===== config.mk =====
export PLATFORM = sky130hd
export DESIGN_NAME = div_alu
export DESIGN_NICKNAME = d
export VERILOG_FILES = /design/src/rtl/div_alu.sv
export SDC_FILE = /design/constraint.sdc
export NUM_CORES = 1
export LEC_CHECK = 0
export ABC_AREA = 1
export BUFFER_PORTS_ARGS = -buffer_cell sky130_fd_sc_hd__clkbuf_2
export CORE_ASPECT_RATIO = 1.75
export CORE_MARGIN = 2
export CORE_UTILIZATION = 63
export DETAILED_ROUTE_END_ITERATION = 6
export GPL_ROUTABILITY_DRIVEN = 0
export MAX_ROUTING_LAYER = met4
export PLACE_DENSITY = 0.89
export RECOVER_POWER = 25
export SLEW_MARGIN = 20
export SYNTH_ARGS = -nofsm -noshare
export SYNTH_HDL_FRONTEND = slang
export SYNTH_SLANG_ARGS = --single-unit

===== constraint.sdc =====
create_clock -name cpu_clk -period 10.51 [get_ports cpu_clk]
set_input_delay 2.6275 -clock cpu_clk [delete_from_list [all_inputs] [get_ports cpu_clk]]
set_output_delay 2.6275 -clock cpu_clk [all_outputs]
set_load 0.005 [all_outputs]

===== src/rtl/div_alu.sv =====
// Multi-cycle 32-bit radix-2 restoring divider, signed or unsigned per request.
// Optional macro DIV_ZERO_FAST_EN: a zero divisor skips the iteration and completes on the next cycle.
module div_alu (
    input  logic        cpu_clk,
    input  logic        cpu_rstn,
    input  logic        start,
    input  logic [31:0] reg1,
    input  logic [31:0] reg2,
    input  logic        signed_op,
    output logic        busy,
    output logic        done,
    output logic [63:0] div_result
);

    typedef enum logic [1:0] {IDLE, RUN, FIN} state_t;

    state_t      state, state_nx;
    logic [4:0]  cnt;
    logic [31:0] rem, quo, dsr, dvd_raw;
    logic        sgn_op, dvd_neg, dsr_neg, dsr_zero;

    logic        accept, fast_zero;
    logic [31:0] mag1, mag2;
    logic [32:0] shifted, diff;
    logic [31:0] rem_nx, quo_nx, q_fix, r_fix;
    logic [63:0] result_nx;

    assign accept = start && (state != RUN);
`ifdef DIV_ZERO_FAST_EN
    assign fast_zero = accept && (reg2 == 32'd0);
`else
    assign fast_zero = 1'b0;
`endif

    assign mag1 = (signed_op && reg1[31]) ? (32'd0 - reg1) : reg1;
    assign mag2 = (signed_op && reg2[31]) ? (32'd0 - reg2) : reg2;

    // The dividend sits in the quotient register and shifts out MSB-first into the remainder.
    assign shifted = {rem, quo[31]};
    assign diff    = shifted - {1'b0, dsr};
    assign rem_nx  = diff[32] ? shifted[31:0] : diff[31:0];
    assign quo_nx  = {quo[30:0], ~diff[32]};

    assign q_fix = (sgn_op && (dvd_neg ^ dsr_neg)) ? (32'd0 - quo_nx) : quo_nx;
    assign r_fix = (sgn_op && dvd_neg) ? (32'd0 - rem_nx) : rem_nx;
    // Divide-by-zero reports the raw dividend, not the sign-corrected magnitude path.
    assign result_nx = dsr_zero ? {dvd_raw, 32'hFFFF_FFFF} : {r_fix, q_fix};

    always_comb begin
        state_nx = state;
        case (state)
            IDLE, FIN: begin
                if (fast_zero)   state_nx = FIN;
                else if (start)  state_nx = RUN;
                else             state_nx = IDLE;
            end
            RUN:     if (cnt == 5'd31) state_nx = FIN;
            default: state_nx = IDLE;
        endcase
    end

    always_ff @(posedge cpu_clk or negedge cpu_rstn) begin
        if (!cpu_rstn) state <= IDLE;
        else           state <= state_nx;
    end

    always_ff @(posedge cpu_clk or negedge cpu_rstn) begin
        if (!cpu_rstn) begin
            cnt        <= '0;
            rem        <= '0;
            quo        <= '0;
            dsr        <= '0;
            dvd_raw    <= '0;
            sgn_op     <= 1'b0;
            dvd_neg    <= 1'b0;
            dsr_neg    <= 1'b0;
            dsr_zero   <= 1'b0;
            div_result <= '0;
        end else if (accept) begin
            cnt      <= '0;
            rem      <= '0;
            quo      <= mag1;
            dsr      <= mag2;
            dvd_raw  <= reg1;
            sgn_op   <= signed_op;
            dvd_neg  <= reg1[31];
            dsr_neg  <= reg2[31];
            dsr_zero <= (reg2 == 32'd0);
            if (fast_zero) div_result <= {reg1, 32'hFFFF_FFFF};
        end else if (state == RUN) begin
            cnt <= cnt + 5'd1;
            rem <= rem_nx;
            quo <= quo_nx;
            if (cnt == 5'd31) div_result <= result_nx;
        end
    end

    assign busy = (state == RUN);
    assign done = (state == FIN);

endmodule


Word-level counts from Yosys, hierarchy flattened

Index checks and enable logic that the tools add are counted.

Add/subtract/negate cells: 6
Equal/unequal tests: 5
Muxes and demuxes: 15
Bitwise logic cells: 3
Reduce and logical (&&, ||, !) cells: 10

Operator list:

| kind                                                                 | number |
|---|---|
| 32-bit 2-to-1 mux                                                    | 9 |
| 1-bit by 32-bit subtractor with 32-bit output (first input constant) | 4 |
| 64-bit 2-to-1 mux                                                    | 1 |
| 33-bit by 32-bit subtractor with 33-bit output                       | 1 |
| 32-bit logical NOT                                                   | 1 |
| 5-bit 2-to-1 mux                                                     | 2 |
| 5-bit by 1-bit adder with 5-bit output (second input constant)       | 1 |
| 5-bit == test (second input constant)                                | 1 |
| 1-bit logical AND                                                    | 5 |
| 2-bit by 1-bit != test with 1-bit output (second input constant)     | 2 |
| 2-bit case mux with 2 select lines                                   | 1 |
| 3-bit AND reduction                                                  | 1 |
| 2-bit by 1-bit == test with 1-bit output (second input constant)     | 1 |
| 2-bit == test (second input constant)                                | 1 |
| 2-bit logical NOT                                                    | 1 |
| 2-bit 2-to-1 mux                                                     | 1 |
| 1-bit NOT                                                            | 2 |
| 2-bit nonzero test                                                   | 1 |
| 2-bit OR reduction                                                   | 1 |
| 1-bit 2-to-1 mux                                                     | 1 |
| 1-bit bitwise XOR                                                    | 1 |

Flip-flop bits (word level): 203
Input port bits: 68
Output and inout port bits: 66
Logic and storage cells: 50

Longest topological paths before layout

Gate-level depths: netlist of the first run.

Word-level depth: 5
Gate-level depth with buffers: 30
Mapped depth without buffers: 28

Least setup slack after synthesis of the first run

Ideal clock, no wire load.

Path type: input to register
Start: input port reg2[0]
End: register dsr[30]
Arrival time: 4.383 ns
Slack: 5.992 ns
Cell stages on the path: 13
Path through: inv_1 ha_1 nand2_1 or3_1 nor3_1 nand2_1 nor3_1 nand3_1 nor2_1 nor2_1 a21oi_1 xor2_1 o21ai_0

Word-level cells in the longest chain between the ends: 2

Ends and longest elaborated chain:

| what                                          | line | source |
|---|---|---|
| from (decl)                                   | 8    | `input logic [31:0] reg2,` |
| 1-bit by 32-bit subtractor with 32-bit output | 36   | `assign mag2 = (signed_op && reg2[31]) ? (32'd0 - reg2) : reg2;` |
| 32-bit 2-to-1 mux                             | 36   |  |
| to (signal assigned)                          | 83   | `dsr <= mag2;` |
| to (decl)                                     | 19   | `logic [31:0] rem, quo, dsr, dvd_raw;` |

No other way between the ends.
A chain may end at the register's enable or synchronous reset.

Worst setup path in the final report of the first run

Start: register state[0]
End: register div_result[12]

Word-level cells in the longest chain between the ends: 4
Elaborated cells on any way between the ends: 5

Ends and longest elaborated chain:

| what                                     | line | source |
|---|---|---|
| from (decl)                              | 17   | `state_t state, state_nx;` |
| from (signal assigned)                   | 64   | `else state <= state_nx;` |
| 2-bit by 1-bit != test with 1-bit output | 28   | `assign accept = start && (state != RUN);` |
| 1-bit logical AND                        | 28   |  |
| 1-bit NOT (no line)                      | -    |  |
| 3-bit AND reduction (no line) *          | -    |  |
| to (signal assigned)                     | 89   | `if (fast_zero) div_result <= {reg1, 32'hFFFF_FFFF};` |
| to (signal assigned)                     | 94   | `if (cnt == 5'd31) div_result <= result_nx;` |
| to (decl)                                | 12   | `output logic [63:0] div_result` |

Mark *: on every way between the ends. The rest lies on a longest branch, timed or not.

==> results of run 1 <==
## how the worst max path moves through the flow
stage / from / end / slack [ns] / depth (start not counted)
floorplan: reg2[0] / dsr[30]$_DFFE_PN0P_ / 5.99 / 13
global placement: reg1[1] / quo[30]$_DFFE_PN0P_ / 5.38 / 13
detailed placement: reg1[1] / quo[30]$_DFFE_PN0P_ / 5.25 / 13
CTS: quo[31]$_DFFE_PN0P_ / div_result[28]$_DFFE_PN0P_ / 5.70 / 27
global route: cpu_rstn / quo[20]$_DFFE_PN0P_ / 2.65 / 3
finish: state[0]$_DFFE_PN0P_ / div_result[12]$_DFFE_PN0P_ / 3.21 / 10
## synth_stat cells (all sizes together) (2+ instances only)
| cell type | number | area [um^2] |
|---|---|---|
| a22oi | 7 | 52.6 |
| a22o | 2 | 17.5 |
| inv | 293 | 1100 |
| o22ai | 56 | 350 |
| nor2 | 180 | 713 |
| nand3 | 108 | 563 |
| xor2 | 51 | 447 |
| xnor2 | 18 | 158 |
| nand2 | 677 | 2690 |
| nand3b | 7 | 52.6 |
| o21a | 2 | 15.0 |
| o221ai | 5 | 43.8 |
| and2 | 4 | 27.5 |
| a31oi | 5 | 31.3 |
| nor3 | 33 | 170 |
| o31ai | 5 | 37.5 |
| or2 | 5 | 31.3 |
| a211oi | 2 | 15.0 |
| or3 | 3 | 18.8 |
| a2111oi | 2 | 17.5 |
| a32oi | 4 | 35.0 |
| o21bai | 8 | 60.1 |
| a21oi | 96 | 507 |
| a2bb2oi | 3 | 26.3 |
| nor4 | 7 | 43.8 |
| a21o | 2 | 15.0 |
| o32a | 2 | 20.0 |
| o21ai | 161 | 836 |
| ha | 38 | 475 |
| o22a | 8 | 70.1 |
| clkinv | 3 | 11.3 |
| buf | 16 | 151 |
| a311oi | 2 | 17.5 |
| clkbuf | 54 | 206 |
| dfrtp | 202 | 5050 |
| nand4 | 20 | 125 |
| o211ai | 7 | 52.6 |
## per-layer routing
metal	vias up	share of wire, %	global-route usage, %
met4	0	11	37.0
li1	7002	-	-
met3	340	7.5	5.54
met1	7077	31	39.7
met2	973	50	74.0
met5	-	0	-
## kinds of logic (layout without fill, tap and decap cells)
family	Yosys count	after routing
xor gates and xnor gates	69	69
and+or+nand+nor	1047	1047
DFF	202	202
AOI/OAI and AO/OA	382	382
buffers and inverters	366	480
adders and majority gates	39	39
## tightest hold or removal path: stages, from the launching register on
cell and delay [ns]:
dfrtp_1 0.34, nand2_1 0.05, o21ai_0 0.06
## layout make-up
type                    count  area share [%]
repair buffers            148            4.77
inverters                 296            7.04
well taps                 300            2.38
multi-input cells        1537            49.5
clock buffers              28            3.81
clock inverters             8           0.475
flip-flops and latches    202            32.0
## flip-flops by register name, summed over array words and instances, names as in the netlist, 2 cells and up
register / cells
state: 2
cnt: 5
dvd_raw: 32
dsr: 32
rem: 32
quo: 32
div_result: 64
## metrics by stage
stage                     setup WS [ns]  hold slack [ns]  std cells  util [%]  instance area [um^2]
after floorplan                    5.99            0.437       2105         -                 14300
after global placement             5.38            0.461       2483      67.1                 15100
after detailed placement           5.25            0.470       2483      67.1                 15100
after CTS                          5.70            0.486       2519      70.1                 15800
after global routing               2.65            0.508       2519      70.0                 15800
final                              3.21            0.484       2519      70.0                 15800
==> impl_metrics.ini, run 1 <==
[status]
status = complete, but fails checks
violations = DRC, capacitance limit, slew limit

[logic_synthesis]
synthFlopType = dfrtp_1
synth_compound_area_share_pct = 15.7
synthArstFlopShare_pct = 100
synth_fa_ha_area_share_pct = 3.46
synth_edf_count = 0
syn_avg_cell_area_um2 = 6.81
yosys-mux-area-fraction_pct = 0
synthCells = 2105
synth_area_um2 = 14300
syn_nets = 2212
yosys.area_share.xor_xnor_pct = 4.22
ys_seq_area_share_pct = 35.3
synth_top_family_by_area = simple AND/OR/NAND/NOR gates
synthSimpleGateAreaFrac_pct = 31.1
yosysWarnings = 0
yosysUniqueCellTypes = 65
ys_ff_latch = 202

[grt]
grt-ovfl-total = 0
grt_pass1_vias = 15200
grt_max_degree = 101
antenna_found_initial = 0
track_usage_pct = 42.0
grt_pass1_wl_um = 76700

[cts]
clock_path_buffers = 3
cts_tree = built
root_buffer = clkbuf_16
clk_latency_ns = 0.52
clkTransAtPathRegs_ns = 0.07
numCtsBuffers = 20
htree_num_levels = 1
cts_post_setup_buffers_inserted = 0
post_cts_resized = 0
cts_hold_buf = 0
clock_sinks = 202

[timing]
tightest_slew_ns = 4.34
skew_ns = 0.0123
period_minus_slack_ns = 7.30
setup_viol = 0
hold_viol_final = 0
max_freq_mhz = 137
finalCritPeriodShare_pct = 69.4
final.setup.tns_ns = 0
rsz0062_at_grt = false
slew_headroom_pct = -189
finalMaxSlewViolations = 339

[drt]
post_drt_wl_per_cell_um = 19.4
ant_nets = 0
drt_first_iter_violations = 1261
drc = 3
wl_um = 48900
dr_total_vias = 15400
dr.pass1.iters = 7
via_per_inst = 6.11

[floorplanning]
die_y_um = 204
start_util_pct = 63.5
die_area_um2 = 24000
coreArea_um2 = 22600
pin_count = 134
rows = 73
dieWidth_um = 118

[setup_path]
crit_slowest_cell = clkbuf_1
cp-start-kind = flop
critPathCaptureType = flop
worstPathRequired_ns = 10.90
r2r.worst_path.cells = 10
rrSetupSlack_ns = 3.21
crit_top_cell = clkbuf_1
critPathBufInv = 7
reg2reg_from = state[0]$_DFFE_PN0P_
crit_arrival_ns = 7.69
r2r_end = div_result[12]$_DFFE_PN0P_
crit_path_max_incr_delay_ns = 1.94
crit_chain = nand2_1 -> clkbuf_1 -> inv_1 -> clkbuf_1 -> nand2_2 -> clkbuf_1 -> inv_1 -> clkbuf_1 -> o22ai_1 -> inv_1
worstPathMaxFanout = 59
critPathTopFamily = buffers and inverters
path_class = reg2reg

[layout]
fin_nets = 2312
diodes = 0
layout_commonest_cell = nand2_1
final_cell_mix = 635 x nand2_1, 287 x inv_1, 202 x dfrtp_1
drive_gt1_share_pct = 11.3
regArea_um2 = 5050
syn2layout_area_growth_pct = 10.2
multi_input_area_um2 = 7820
nFillCells = 1790

[place]
io_buffers = 133
dp_hpwl_um = 36100

[worst_hold_path]
min_from = dsr[19]$_DFFE_PN0P_
hold_end = dsr[19]$_DFFE_PN0P_
hold_class = reg2reg
holdPathStages = 2

[job]
drv_cap = 6
Power of run 1 is left out: the tool's default activity adds up to more than one toggle a clock period on the data nets, which glitch-free logic cannot reach.
==> run 2: changes to the inputs <==
Settings changed: CORE_UTILIZATION 63 to 61, PLACE_DENSITY 0.89 to 0.87.
Clock period 10.51 ns to 6.75 ns, I/O delays scaled along.
==> impl_metrics.ini, run 2 (same netlist as run 1, synthesis figures left out) <==
[timing]
finalMaxSlewViolations = 260
tightest_slew_ns = 3.01
final.setup.tns_ns = 0
skew_ns = 0.0225
setup_viol = 0
slew_headroom_pct = -101
rsz0062_at_grt = false
period_minus_slack_ns = 5.75
timing.final.ws_setup_ns = 1.00
finalCritPeriodShare_pct = 85.2
max_freq_mhz = 174
hold_viol_final = 0

[floorplanning]
dieWidth_um = 120
rows = 74
pin_count = 134
start_util_pct = 61.7
die_y_um = 207
die_area_um2 = 24800
coreArea_um2 = 23200

[layout]
top_register = div_result
syn2layout_area_growth_pct = 10.4
largest_reg_flops = 64
fin_nets = 2310
final_cell_mix = 636 x nand2_1, 286 x inv_1, 202 x dfrtp_1
drive_gt1_share_pct = 11.4
layout_commonest_cell = nand2_1

[place]
dp_hpwl_um = 35800
io_buffers = 133
pre_cts_ws_ns = 2.20

[grt]
antenna_found_initial = 1
grt-ovfl-total = 0
grt_pass1_vias = 14700
grt_pass1_wl_um = 77300
grt_max_degree = 169
track_usage_pct = 41.9

[cts]
clkTransAtPathRegs_ns = 0.07
clk_latency_ns = 0.52
clock_path_buffers = 3
clock_sinks = 202
root_buffer = clkbuf_16
post_cts_resized = 0
cts_post_setup_buffers_inserted = 0
cts_hold_buf = 0
htree_num_levels = 1
cts_tree = built
numCtsBuffers = 20

[setup_path]
worstPathRequired_ns = 5.06
path_class = reg2out
critPathCaptureType = output pin
cp-start-kind = flop
worstPathMaxFanout = 54
crit_arrival_ns = 4.06

[worst_hold_path]
hold_class = reg2reg

[drt]
dr_total_vias = 15200
dr.pass1.iters = 7
via_per_inst = 6.02
post_drt_wl_per_cell_um = 19.8
wl_um = 49900
drt_first_iter_violations = 1670
ant_nets = 0
drc = 1

[status]
violations = DRC, capacitance limit, slew limit
status = complete, but fails checks

[job]
drv_cap = 3
[run 2: final timing paths]
check                                            from                          to  slack [ns]  cells after the start
min                        div_result[34]$_DFFE_PN0P_  div_result[34]$_DFFE_PN0P_        0.49                      2
min in group asynchronous                    cpu_rstn   div_result[2]$_DFFE_PN0P_        1.72                      1
max reg2reg                      state[0]$_DFFE_PN0P_         quo[29]$_DFFE_PN0P_        1.29                     11
max in group asynchronous                    cpu_rstn         dsr[18]$_DFFE_PN0P_        1.65                      2
max                              state[0]$_DFFE_PN0P_                        busy        1.00                      5
min reg2reg                div_result[34]$_DFFE_PN0P_  div_result[34]$_DFFE_PN0P_        0.49                      2
[run 2: routing by layer]
layer  share of wire [%]  wire length, um  track usage, %
met1                  31            15600            41.3
met2                  50            24800            71.0
met3                 8.7             4360            7.31
met4                  10             5140            36.5
met5                   0                0               -
[run 2: worst max-delay path, stage by stage, from the launching register on]
cell      delay (ns)
dfrtp_1         0.39
nand2_1         0.07
clkbuf_1        2.10
inv_1           0.20
clkbuf_1        0.52
clkbuf_2        0.25
[run 2: cell type report]
class | count | area [um^2]
Clock buffer | 25 | 571
Sequential cell | 202 | 5050
Clock inverter | 9 | 128
Timing Repair Buffer | 146 | 753
Tap cell | 304 | 380
Antenna cell | 1 | 2.50
Fill cell | 1909 | 7420
Multi-Input combinational cell | 1537 | 7820
Inverter | 296 | 1110
[run 2: stage by stage]
step / std cells / cell area (um^2) / hold WS [ns] / util, %
after floorplan: 2105 / 14300 / 0.437 / -
after global placement: 2485 / 15200 / 0.462 / 65.2
after detailed placement: 2485 / 15200 / 0.466 / 65.2
after CTS: 2519 / 15800 / 0.487 / 68.2
after global routing: 2520 / 15800 / 0.510 / 68.1
final: 2520 / 15800 / 0.485 / 68.1
Power of run 2 is left out for the same reason.
